$ cat src/rtl/timer_mc.sv
// timer_mc: multi-channel memory-mapped timer.
//
// One shared 64-bit mtime counter advanced by a programmable prescaler, plus
// NumChannels 64-bit comparators. Each comparator is one-shot or periodic
// (auto-reload by PERIOD) and sets a sticky bit in IRQ_STATUS. The level
// interrupt is the registered OR of IRQ_STATUS & IRQ_ENABLE.
//
// Optional feature macro: TIMER_MC_SNAPSHOT_EN. When defined, a read of
// MTIME_LO latches mtime[63:32] into a shadow register that MTIME_HI reads
// return, so a LO-then-HI read pair is coherent.
//
// Ports:
//   clk_i           clock
//   rst_ni          asynchronous active-low reset
//   timer_req_i     bus request (accepted every cycle)
//   timer_we_i      write enable
//   timer_be_i      byte enables
//   timer_addr_i    byte address (addr[9:2] decoded)
//   timer_wdata_i   write data
//   timer_rvalid_o  response valid, one cycle after the request
//   timer_rdata_o   read data (0 on writes and errors)
//   timer_err_o     error response for unmapped offsets
//   timer_intr_o    timer interrupt, level
module timer_mc #(
   parameter int unsigned DataWidth      = 32,
   parameter int unsigned AddressWidth   = 32,
   parameter int unsigned NumChannels    = 4,
   parameter int unsigned PrescalerWidth = 16
) (
   input  logic                    clk_i,
   input  logic                    rst_ni,
   input  logic                    timer_req_i,
   input  logic                    timer_we_i,
   input  logic [DataWidth/8-1:0]  timer_be_i,
   input  logic [AddressWidth-1:0] timer_addr_i,
   input  logic [DataWidth-1:0]    timer_wdata_i,
   output logic                    timer_rvalid_o,
   output logic [DataWidth-1:0]    timer_rdata_o,
   output logic                    timer_err_o,
   output logic                    timer_intr_o
);

   localparam int unsigned BeWidth = DataWidth / 8;

   function automatic logic [DataWidth-1:0] apply_be(input logic [DataWidth-1:0] old_val,
                                                     input logic [DataWidth-1:0] new_val,
                                                     input logic [DataWidth-1:0] mask);
      return (old_val & ~mask) | (new_val & mask);
   endfunction

   // ---------------------------------------------------------------------------
   // Address decode
   // ---------------------------------------------------------------------------
   logic [5:0]           glob_word;
   logic [3:0]           ch_sel;
   logic [1:0]           ch_reg;
   logic                 glob_ok, ch_ok, addr_ok;
   logic                 wr_en, rd_en;
   logic [DataWidth-1:0] be_mask;
   logic                 unused_addr;

   assign glob_word   = timer_addr_i[7:2];
   assign ch_sel      = timer_addr_i[7:4];
   assign ch_reg      = timer_addr_i[3:2];
   assign glob_ok     = (timer_addr_i[9:8] == 2'b00) && (glob_word <= 6'd4);
   assign ch_ok       = (timer_addr_i[9:8] == 2'b01) && ({28'd0, ch_sel} < NumChannels);
   assign addr_ok     = glob_ok | ch_ok;
   assign wr_en       = timer_req_i & timer_we_i & addr_ok;
   assign rd_en       = timer_req_i & ~timer_we_i & addr_ok;
   assign unused_addr = ^{timer_addr_i[AddressWidth-1:10], timer_addr_i[1:0]};

   always_comb begin
      be_mask = '0;
      for (int unsigned i = 0; i < BeWidth; i++) begin
         be_mask[8*i +: 8] = {8{timer_be_i[i]}};
      end
   end

   logic wr_mtime_lo, wr_mtime_hi, wr_prescale, wr_status, wr_enable, rd_mtime_lo;

   assign wr_mtime_lo = wr_en & glob_ok & (glob_word == 6'd0);
   assign wr_mtime_hi = wr_en & glob_ok & (glob_word == 6'd1);
   assign wr_prescale = wr_en & glob_ok & (glob_word == 6'd2);
   assign wr_status   = wr_en & glob_ok & (glob_word == 6'd3);
   assign wr_enable   = wr_en & glob_ok & (glob_word == 6'd4);
   assign rd_mtime_lo = rd_en & glob_ok & (glob_word == 6'd0);

   // ---------------------------------------------------------------------------
   // State
   // ---------------------------------------------------------------------------
   logic [63:0]               mtime_q, mtime_d;
   logic [PrescalerWidth-1:0] prescale_q, prescale_d;
   logic [PrescalerWidth-1:0] prescale_cnt_q, prescale_cnt_d;
   logic [NumChannels-1:0]    irq_status_q, irq_status_d;
   logic [NumChannels-1:0]    irq_enable_q, irq_enable_d;
   logic [63:0]               cmp_q    [NumChannels];
   logic [63:0]               cmp_d    [NumChannels];
   logic [1:0]                ctrl_q   [NumChannels];  // bit0 EN, bit1 PERIODIC
   logic [1:0]                ctrl_d   [NumChannels];
   logic [31:0]               period_q [NumChannels];
   logic [31:0]               period_d [NumChannels];
   logic [NumChannels-1:0]    match;
   logic                      tick;

   assign tick = (prescale_cnt_q == prescale_q);

   always_comb begin
      // Prescaler and mtime; a bus write to either mtime half overrides the tick
      prescale_cnt_d = tick ? '0 : prescale_cnt_q + 1'b1;
      prescale_d     = prescale_q;
      if (wr_prescale) begin
         prescale_cnt_d = '0;
         prescale_d     = PrescalerWidth'(apply_be(DataWidth'(prescale_q), timer_wdata_i,
                                                   be_mask));
      end

      mtime_d = tick ? mtime_q + 64'd1 : mtime_q;
      if (wr_mtime_lo) begin
         mtime_d = {mtime_q[63:32], apply_be(mtime_q[31:0], timer_wdata_i, be_mask)};
      end else if (wr_mtime_hi) begin
         mtime_d = {apply_be(mtime_q[63:32], timer_wdata_i, be_mask), mtime_q[31:0]};
      end

      irq_enable_d = irq_enable_q;
      if (wr_enable) begin
         irq_enable_d = NumChannels'(apply_be(DataWidth'(irq_enable_q), timer_wdata_i, be_mask));
      end

      // Comparators: bus writes to CMP/CTRL win over hardware updates
      match = '0;
      for (int unsigned n = 0; n < NumChannels; n++) begin
         match[n]    = ctrl_q[n][0] & (mtime_q >= cmp_q[n]);
         cmp_d[n]    = cmp_q[n];
         ctrl_d[n]   = ctrl_q[n];
         period_d[n] = period_q[n];

         if (match[n]) begin
            if (ctrl_q[n][1]) begin
               cmp_d[n] = cmp_q[n] + {32'd0, period_q[n]};
            end else begin
               ctrl_d[n][0] = 1'b0;
            end
         end

         if (wr_en && ch_ok && (ch_sel == 4'(n))) begin
            unique case (ch_reg)
               2'd0: cmp_d[n] = {cmp_q[n][63:32], apply_be(cmp_q[n][31:0], timer_wdata_i, be_mask)};
               2'd1: cmp_d[n] = {apply_be(cmp_q[n][63:32], timer_wdata_i, be_mask), cmp_q[n][31:0]};
               2'd2: ctrl_d[n] = 2'(apply_be(DataWidth'(ctrl_q[n]), timer_wdata_i, be_mask));
               2'd3: period_d[n] = apply_be(period_q[n], timer_wdata_i, be_mask);
               default: ;
            endcase
         end
      end

      // Hardware set takes priority over a coincident W1C
      irq_status_d = irq_status_q;
      if (wr_status) begin
         irq_status_d = irq_status_q & ~NumChannels'(timer_wdata_i & be_mask);
      end
      irq_status_d = irq_status_d | match;
   end

   // ---------------------------------------------------------------------------
   // MTIME_HI read source
   // ---------------------------------------------------------------------------
   logic [31:0] mtime_hi_rd;

`ifdef TIMER_MC_SNAPSHOT_EN
   logic [31:0] shadow_q, shadow_d;

   always_comb begin
      shadow_d = shadow_q;
      if (rd_mtime_lo) begin
         shadow_d = mtime_q[63:32];
      end else if (wr_mtime_hi) begin
         shadow_d = mtime_d[63:32];
      end
   end

   always_ff @(posedge clk_i or negedge rst_ni) begin
      if (!rst_ni) begin
         shadow_q <= '0;
      end else begin
         shadow_q <= shadow_d;
      end
   end

   assign mtime_hi_rd = shadow_q;
`else
   logic unused_rd_lo;
   assign unused_rd_lo = rd_mtime_lo;
   assign mtime_hi_rd  = mtime_q[63:32];
`endif

   // ---------------------------------------------------------------------------
   // Read mux
   // ---------------------------------------------------------------------------
   logic [DataWidth-1:0] rd_val;

   always_comb begin
      rd_val = '0;
      if (glob_ok) begin
         unique case (glob_word[2:0])
            3'd0:    rd_val = mtime_q[31:0];
            3'd1:    rd_val = mtime_hi_rd;
            3'd2:    rd_val = DataWidth'(prescale_q);
            3'd3:    rd_val = DataWidth'(irq_status_q);
            3'd4:    rd_val = DataWidth'(irq_enable_q);
            default: rd_val = '0;
         endcase
      end else if (ch_ok) begin
         for (int unsigned n = 0; n < NumChannels; n++) begin
            if (ch_sel == 4'(n)) begin
               unique case (ch_reg)
                  2'd0: rd_val = cmp_q[n][31:0];
                  2'd1: rd_val = cmp_q[n][63:32];
                  2'd2: rd_val = DataWidth'(ctrl_q[n]);
                  2'd3: rd_val = period_q[n];
                  default: ;
               endcase
            end
         end
      end
   end

   // ---------------------------------------------------------------------------
   // Registers
   // ---------------------------------------------------------------------------
   always_ff @(posedge clk_i or negedge rst_ni) begin
      if (!rst_ni) begin
         mtime_q        <= '0;
         prescale_q     <= '0;
         prescale_cnt_q <= '0;
         irq_status_q   <= '0;
         irq_enable_q   <= '0;
         for (int unsigned n = 0; n < NumChannels; n++) begin
            cmp_q[n]    <= '1;
            ctrl_q[n]   <= '0;
            period_q[n] <= '0;
         end
         timer_rvalid_o <= 1'b0;
         timer_rdata_o  <= '0;
         timer_err_o    <= 1'b0;
         timer_intr_o   <= 1'b0;
      end else begin
         mtime_q        <= mtime_d;
         prescale_q     <= prescale_d;
         prescale_cnt_q <= prescale_cnt_d;
         irq_status_q   <= irq_status_d;
         irq_enable_q   <= irq_enable_d;
         for (int unsigned n = 0; n < NumChannels; n++) begin
            cmp_q[n]    <= cmp_d[n];
            ctrl_q[n]   <= ctrl_d[n];
            period_q[n] <= period_d[n];
         end
         timer_rvalid_o <= timer_req_i;
         timer_rdata_o  <= rd_en ? rd_val : '0;
         timer_err_o    <= timer_req_i & ~addr_ok;
         timer_intr_o   <= |(irq_status_q & irq_enable_q);
      end
   end

endmodule

$ cat config.mk
export PLATFORM = sky130hd
export DESIGN_NAME = timer_mc
export DESIGN_NICKNAME = d
export VERILOG_FILES = /design/src/rtl/timer_mc.sv
export SDC_FILE = /design/constraint.sdc
export NUM_CORES = 2
export LEC_CHECK = 0
export ABC_AREA = 1
export BUFFER_PORTS_ARGS = -buffer_cell sky130_fd_sc_hd__buf_2
export CORE_MARGIN = 4
export CORE_UTILIZATION = 30
export DETAILED_ROUTE_END_ITERATION = 8
export GPL_TIMING_DRIVEN = 1
export PLACE_DENSITY = 0.56
export SYNTH_ARGS = -nofsm -noshare
export SYNTH_HDL_FRONTEND = slang
export SYNTH_SLANG_ARGS = --single-unit
$ cat constraint.sdc
create_clock -name clk_i -period 2.9 [get_ports clk_i]
set_input_delay 0.58 -clock clk_i [delete_from_list [all_inputs] [get_ports clk_i]]
set_output_delay 0.58 -clock clk_i [all_outputs]
set_load 0.005 [all_outputs]
Yosys cells after proc, flatten, opt, wreduce, memory -nomap -nowiden
Index checks and enable logic that the tools add are counted.
{ "word_totals": {"reg_bits": 531, "input_bits": 72, "output_inout_bits": 35, "word_cells": 207} }
{ "classes": {"add_sub_neg": 6, "magnitude_cmp": 6, "n_eq_ne": 25, "muxes": 50, "bitwise": 65, "reduce_logical": 25} }
{ "op_table": {"columns": ["operator", "n"], "rows": [
  ["64-bit 2-to-1 mux", 14],
  ["32-bit case mux with 4 select lines", 4],
  ["64-bit case mux with 2 select lines", 4],
  ["32-bit AND", 15],
  ["32-bit bitwise OR", 14],
  ["64-bit by 32-bit adder with 64-bit output", 4],
  ["64-bit >= comparator", 4],
  ["32-bit 2-to-1 mux", 8],
  ["32-bit case mux with 5 select lines", 1],
  ["64-bit by 1-bit adder with 64-bit output (second input constant)", 1],
  ["16-bit 2-to-1 mux", 2],
  ["32-bit NOT", 1],
  ["2-bit AND reduction", 10],
  ["2-bit != test (second input constant)", 9],
  ["16-bit by 1-bit adder with 16-bit output (second input constant)", 1],
  ["16-bit AND", 1],
  ["16-bit equality test", 1],
  ["1-bit 2-to-1 mux", 16],
  ["16-bit bitwise OR", 1],
  ["1-bit AND", 15],
  ["4-bit AND", 3],
  ["6-bit by 2-bit equality test with 1-bit output (second input constant)", 2],
  ["2-bit AND", 4],
  ["4-bit by 2-bit equality test with 1-bit output (second input constant)", 2],
  ["23 further kinds", 40]
]} }

Depth between registers and ports, before layout
{ "depth": {"ltp_word": 9, "mapped_depth": 23} }

Worst setup path after synthesis
Ideal clock, no wire load.
{ "synth_path": {"path_type": "register to register", "start": "reg cmp_q[174] (netlist bit)", "end": "reg cmp_q[149] (netlist bit)", "setup_ns": 0.087, "arrival_ns": 2.554, "t_required_ns": 2.813, "slack_ns": 0.259, "path_stages_with_launch": 15, "path_buffers": 3, "cell_sequence": "dfstp_2 -> clkbuf_1 -> inv_1 -> ha_1 -> nand2_1 -> nor2_1 -> nand4_1 -> nor3_1 -> nand2_1 -> a21oi_1 -> nand2_1 -> buf_2 -> clkbuf_1 -> o211ai_1 -> nand3_1"} }
{ "synth_between": {"elab_chain_cells": 5} }
{ "synth_rtl": {"columns": ["element", "line", "rtl"], "rows": [
  ["from (decl)", "96", "logic [63:0] cmp_q [NumChannels];"],
  ["from (signal, indexed assignment)", "253", "cmp_q[n] <= cmp_d[n];"],
  ["64-bit >= comparator *", "132", "match[n] = ctrl_q[n][0] & (mtime_q >= cmp_q[n]);"],
  ["1-bit AND *", "132", null],
  ["64-bit 2-to-1 mux *", "137", "if (match[n]) begin"],
  ["64-bit case mux with 2 select lines", "146", "unique case (ch_reg)"],
  ["64-bit 2-to-1 mux *", "145", "if (wr_en && ch_ok && (ch_sel == 4'(n))) begin"]
]} }
Every way passes the cells marked *; elsewhere a longest branch is shown, timed or not.
A chain may end at the register's enable or synchronous reset.

==> impl_metrics.prom <==
# TYPE chip_impl_metric gauge
chip_impl_metric{name="grt_start_max_net_pins",unit=""} 81
chip_impl_metric{name="power.static_leakage",unit="uW"} 0.0353
chip_impl_metric{name="final_net_count",unit=""} 9968
chip_impl_metric{name="finalHoldViolCount",unit=""} 0
chip_impl_metric{name="finalWorstSetupSlack",unit="ps"} -36.4
chip_impl_metric{name="cp_data_required_time",unit="ps"} 3600
chip_impl_info{name="criticalPathCategory",value="reg2reg"} 1
chip_impl_metric{name="global_route_wire_length_before_repair",unit="mm"} 547
chip_impl_metric{name="gpl.final_weighted_congestion",unit=""} 1.16
chip_impl_metric{name="postSynthAreaPerCell",unit="sq um"} 6.46
chip_impl_metric{name="vias_in_the_first_global_route",unit=""} 63000
chip_impl_metric{name="ys_warns",unit=""} 0
chip_impl_metric{name="placementRows",unit=""} 150
chip_impl_metric{name="synth_largest_type_area_fraction",unit="%"} 15.9
chip_impl_metric{name="rr_worst_depth",unit=""} 20
chip_impl_metric{name="vias",unit=""} 68700
chip_impl_metric{name="pin_count",unit=""} 107
chip_impl_metric{name="layout.filler_cells",unit=""} 17800
chip_impl_metric{name="crit_fanout",unit=""} 5
chip_impl_info{name="hold_path_end",value="cmp_q[141]"} 1
chip_impl_metric{name="final_total_negative_setup_slack",unit="ps"} -102
chip_impl_metric{name="cts-buffers-inserted",unit=""} 80
chip_impl_info{name="worstSetupEndpointType",value="flop"} 1
chip_impl_metric{name="die_height",unit="microns"} 420
chip_impl_metric{name="numPortBuffers",unit=""} 82
chip_impl_metric{name="timing_max_transition_violations_final",unit=""} 0
chip_impl_metric{name="final.period_utilization",unit="%"} 101
chip_impl_metric{name="chipWidth",unit="microns"} 420
chip_impl_metric{name="transition_time_at_the_pin_with_the_least_slew_margin",unit="ps"} 1320
chip_impl_metric{name="finalWorstPathRequiredPeriod",unit="ps"} 2940
chip_impl_metric{name="drt_wl_total",unit="mm"} 420
chip_impl_metric{name="count_of_state_elements_after_synthesis",unit=""} 531
chip_impl_metric{name="post_route_cells_drive_above_1_share",unit="%"} 27.9
chip_impl_info{name="ctsRootBufferMaster",value="clkbuf_16"} 1
chip_impl_metric{name="wl_per_cell",unit="microns"} 35.5
chip_impl_metric{name="irDropWorstVdd",unit="uV"} 505
chip_impl_info{name="rsz0062_at_grt",value="yes"} 1
chip_impl_info{name="cts_tree",value="yes"} 1
chip_impl_metric{name="core_area",unit="sq mm"} 0.168
chip_impl_metric{name="drt_iter0_drc",unit=""} 8958
chip_impl_metric{name="drt_first_pass_iters",unit=""} 9
chip_impl_metric{name="ctsLongestPathBuffers",unit=""} 3
chip_impl_metric{name="hpwl",unit="mm"} 343
chip_impl_info{name="outcome",value="finished with violations"} 1
chip_impl_metric{name="floorplan.initialDensity",unit="%"} 30.3
chip_impl_metric{name="drv.max_cap_violation_count",unit=""} 0
chip_impl_info{name="netlist_top_cells_area",value="nand2_1 (16%), dfrtp_1 (14%), dfstp_2 (13%)"} 1
chip_impl_metric{name="net_count_after_synthesis",unit=""} 8348
chip_impl_info{name="hold_path_class",value="in2reg"} 1
chip_impl_info{name="failed_checks",value="setup timing"} 1
chip_impl_metric{name="setup.reg_to_reg.worst_slack",unit="ps"} -40
chip_impl_metric{name="initial_antenna_violation_count",unit=""} 52
chip_impl_metric{name="postSynthCellCount",unit=""} 7886
chip_impl_metric{name="area_of_the_die",unit="sq mm"} 0.176
chip_impl_metric{name="vias_per_cell",unit=""} 5.81
chip_impl_metric{name="cellPowerDensity",unit="mW/mm^2"} 482
chip_impl_info{name="reg_to_reg_endpoint",value="cmp_q[110]"} 1
chip_impl_metric{name="hold_depth",unit=""} 3
chip_impl_metric{name="synthesis.area",unit="sq mm"} 0.0509
chip_impl_metric{name="synth-edff-count",unit=""} 0
chip_impl_metric{name="grt.overflow.total",unit=""} 0
chip_impl_metric{name="antenna_violating_nets_post_route",unit=""} 0
chip_impl_metric{name="drc",unit=""} 0
chip_impl_metric{name="proportion_of_synthesized_chip_area_in_sequential_cells",unit="%"} 26.7
chip_impl_metric{name="async_flop_share",unit="%"} 100
chip_impl_info{name="timing.critical_path.from_type",value="flop"} 1
chip_impl_metric{name="clk_pin_slew_worst_paths",unit="ps"} 70
chip_impl_metric{name="cts-htree-levels",unit=""} 3
chip_impl_metric{name="total_clock_sinks",unit=""} 531
chip_impl_metric{name="dp_worst_setup_slack",unit="ps"} -652
chip_impl_metric{name="track_usage",unit="%"} 45.8
chip_impl_info{name="synth_area_leader_cell",value="nand2_1"} 1
chip_impl_metric{name="area_growth_syn_to_layout",unit="%"} 44.3
chip_impl_info{name="ys.flop_type",value="dfrtp_1"} 1
chip_impl_metric{name="report.final.setup_viol",unit=""} 6
chip_impl_metric{name="timing.slew.headroom",unit="%"} 11.0
chip_impl_info{name="min_from",value="timer_wdata_i[13]"} 1
chip_impl_metric{name="critPathArrivalTime",unit="ps"} 3640
chip_impl_metric{name="netlist-cell-type-count",unit=""} 69
chip_impl_metric{name="clock-skew-final",unit="ps"} 42.6
chip_impl_metric{name="worst_skew_pair.late_latency",unit="ps"} 780
chip_impl_metric{name="maxClockFrequency",unit="MHz"} 341
==> cell usage in the layout, fill, tap and decap left out, types with 140 or more instances in the layout <==
master   synthesis  layout
buf_4            6    1488
dfstp_2        256     256
ha_1           386     314
nor3_1         157     140
nand3_1        359     331
o21ai_0        687     604
nor2_1         756     693
inv_1          936     910
nand2_1       2154    2064
a21oi_1        555     509
buf_12           0     161
dfrtp_1        275     256
o22ai_1        215     215
==> what timing repair did <==
item	CTS	global route
gates resized for setup	131	466
gates cloned	5	16
hold endpoints to repair	15	0
hold buffers	2	0
endpoints found under the setup margin	270	261
setup buffers	31	26
pin swaps	31	137
==> report_power, final <==
part,switching [uW],total (uW),internal (uW)
clock,4760,11200,6460
sequential,537,8430,7900
combinational,9880,15700,5830
total,15200,35400,20200
==> synth_stat cells (all sizes together) (2+ instances only) <==
| master | count |
|---|---|
| o221ai | 39 |
| a2111oi | 3 |
| inv | 963 |
| nand3b | 15 |
| o21a | 8 |
| o21ai | 737 |
| nor3b | 5 |
| nor2 | 789 |
| fa | 4 |
| dfrtp | 275 |
| a221oi | 31 |
| a31oi | 18 |
| nor4 | 38 |
| a21o | 16 |
| ha | 386 |
| o22ai | 215 |
| o31ai | 8 |
| and3 | 3 |
| nor3 | 159 |
| buf | 92 |
| a211oi | 17 |
| o311ai | 14 |
| o32ai | 18 |
| o41ai | 4 |
| or2 | 12 |
| dfstp | 256 |
| nand2 | 2162 |
| nand3 | 360 |
| nand4 | 130 |
| clkbuf | 171 |
| o211ai | 50 |
| xor2 | 111 |
| a32oi | 3 |
| a21boi | 2 |
| clkinv | 7 |
| a21oi | 556 |
| o2111ai | 17 |
| xnor2 | 69 |
| a22oi | 18 |
| a31o | 2 |
| o21bai | 97 |
==> layer usage <==
layer	share of wire (%)	track usage (%)	up-vias
met3	10	12.1	1187
li1	-	-	29800
met4	10	37.0	20
met1	38	55.1	33300
met2	42	68.5	4371
met5	0.034	0	-
==> layout make-up <==
class | instances | area (sq um) | share of cell area, %
antenna | 46 | 115 | 0.157
clock buffer | 103 | 2220 | 3.02
clock inverter | 47 | 647 | 0.881
inverter | 970 | 3660 | 4.99
multi-input combinational | 6122 | 34500 | 47.0
sequential | 531 | 13600 | 18.6
tap | 2204 | 2760 | 3.75
timing repair buffer | 1801 | 15900 | 21.6
==> worst max-delay path by stage <==
stage | end | slack [ps] | depth (start not counted)
2_1_floorplan | cmp_q[149] | 260 | 14
3_3_place_gp | timer_rdata_o[19] | -660 | 13
3_5_place_dp | timer_rdata_o[20] | -650 | 13
4_1_cts | cmp_q[196] | -40 | 18
5_1_grt | cmp_q[117] | -150 | 19
6_report | cmp_q[110] | -40 | 20
==> worst max-delay path: stages (launching register included) <==
cell and delay (ps):
dfrtp_2 510, buf_4 190, ha_1 270, nand2_1 80, nor2_2 180, nand2_1 70, nor2_1 130, buf_4 140
nand2_1 60, nand2_2 100, nand2_2 70, buf_6 120, a21oi_4 150, buf_4 140, buf_6 100, buf_16 120
buf_4 110, nand2_1 40, nand2_1 50, nand3_1 70, a21oi_1 150
==> cells by family after synthesis <==
group | Yosys count | share of synthesized area, %
simple gates | 3677 | 30.1
compound gates | 1875 | 21.1
buf+inv | 1233 | 9.33
flops | 531 | 26.7
fa+ha+maj | 390 | 9.64
xor+xnor | 180 | 3.10
==> per-stage QoR <==
stage	utilization, %	hold WS, ps	area [sq um]	cells	total power (uW)
after detailed placement	40.0	480	67200	11600	22400
after CTS	42.3	108	71000	11700	34000
after global routing	43.7	168	73300	11800	36000
after global placement	40.0	468	67200	11600	22300
final	43.7	130	73400	11800	35400
after floorplan	-	284	50900	7886	12800
Note: power is estimated with default switching activity, not from simulation.
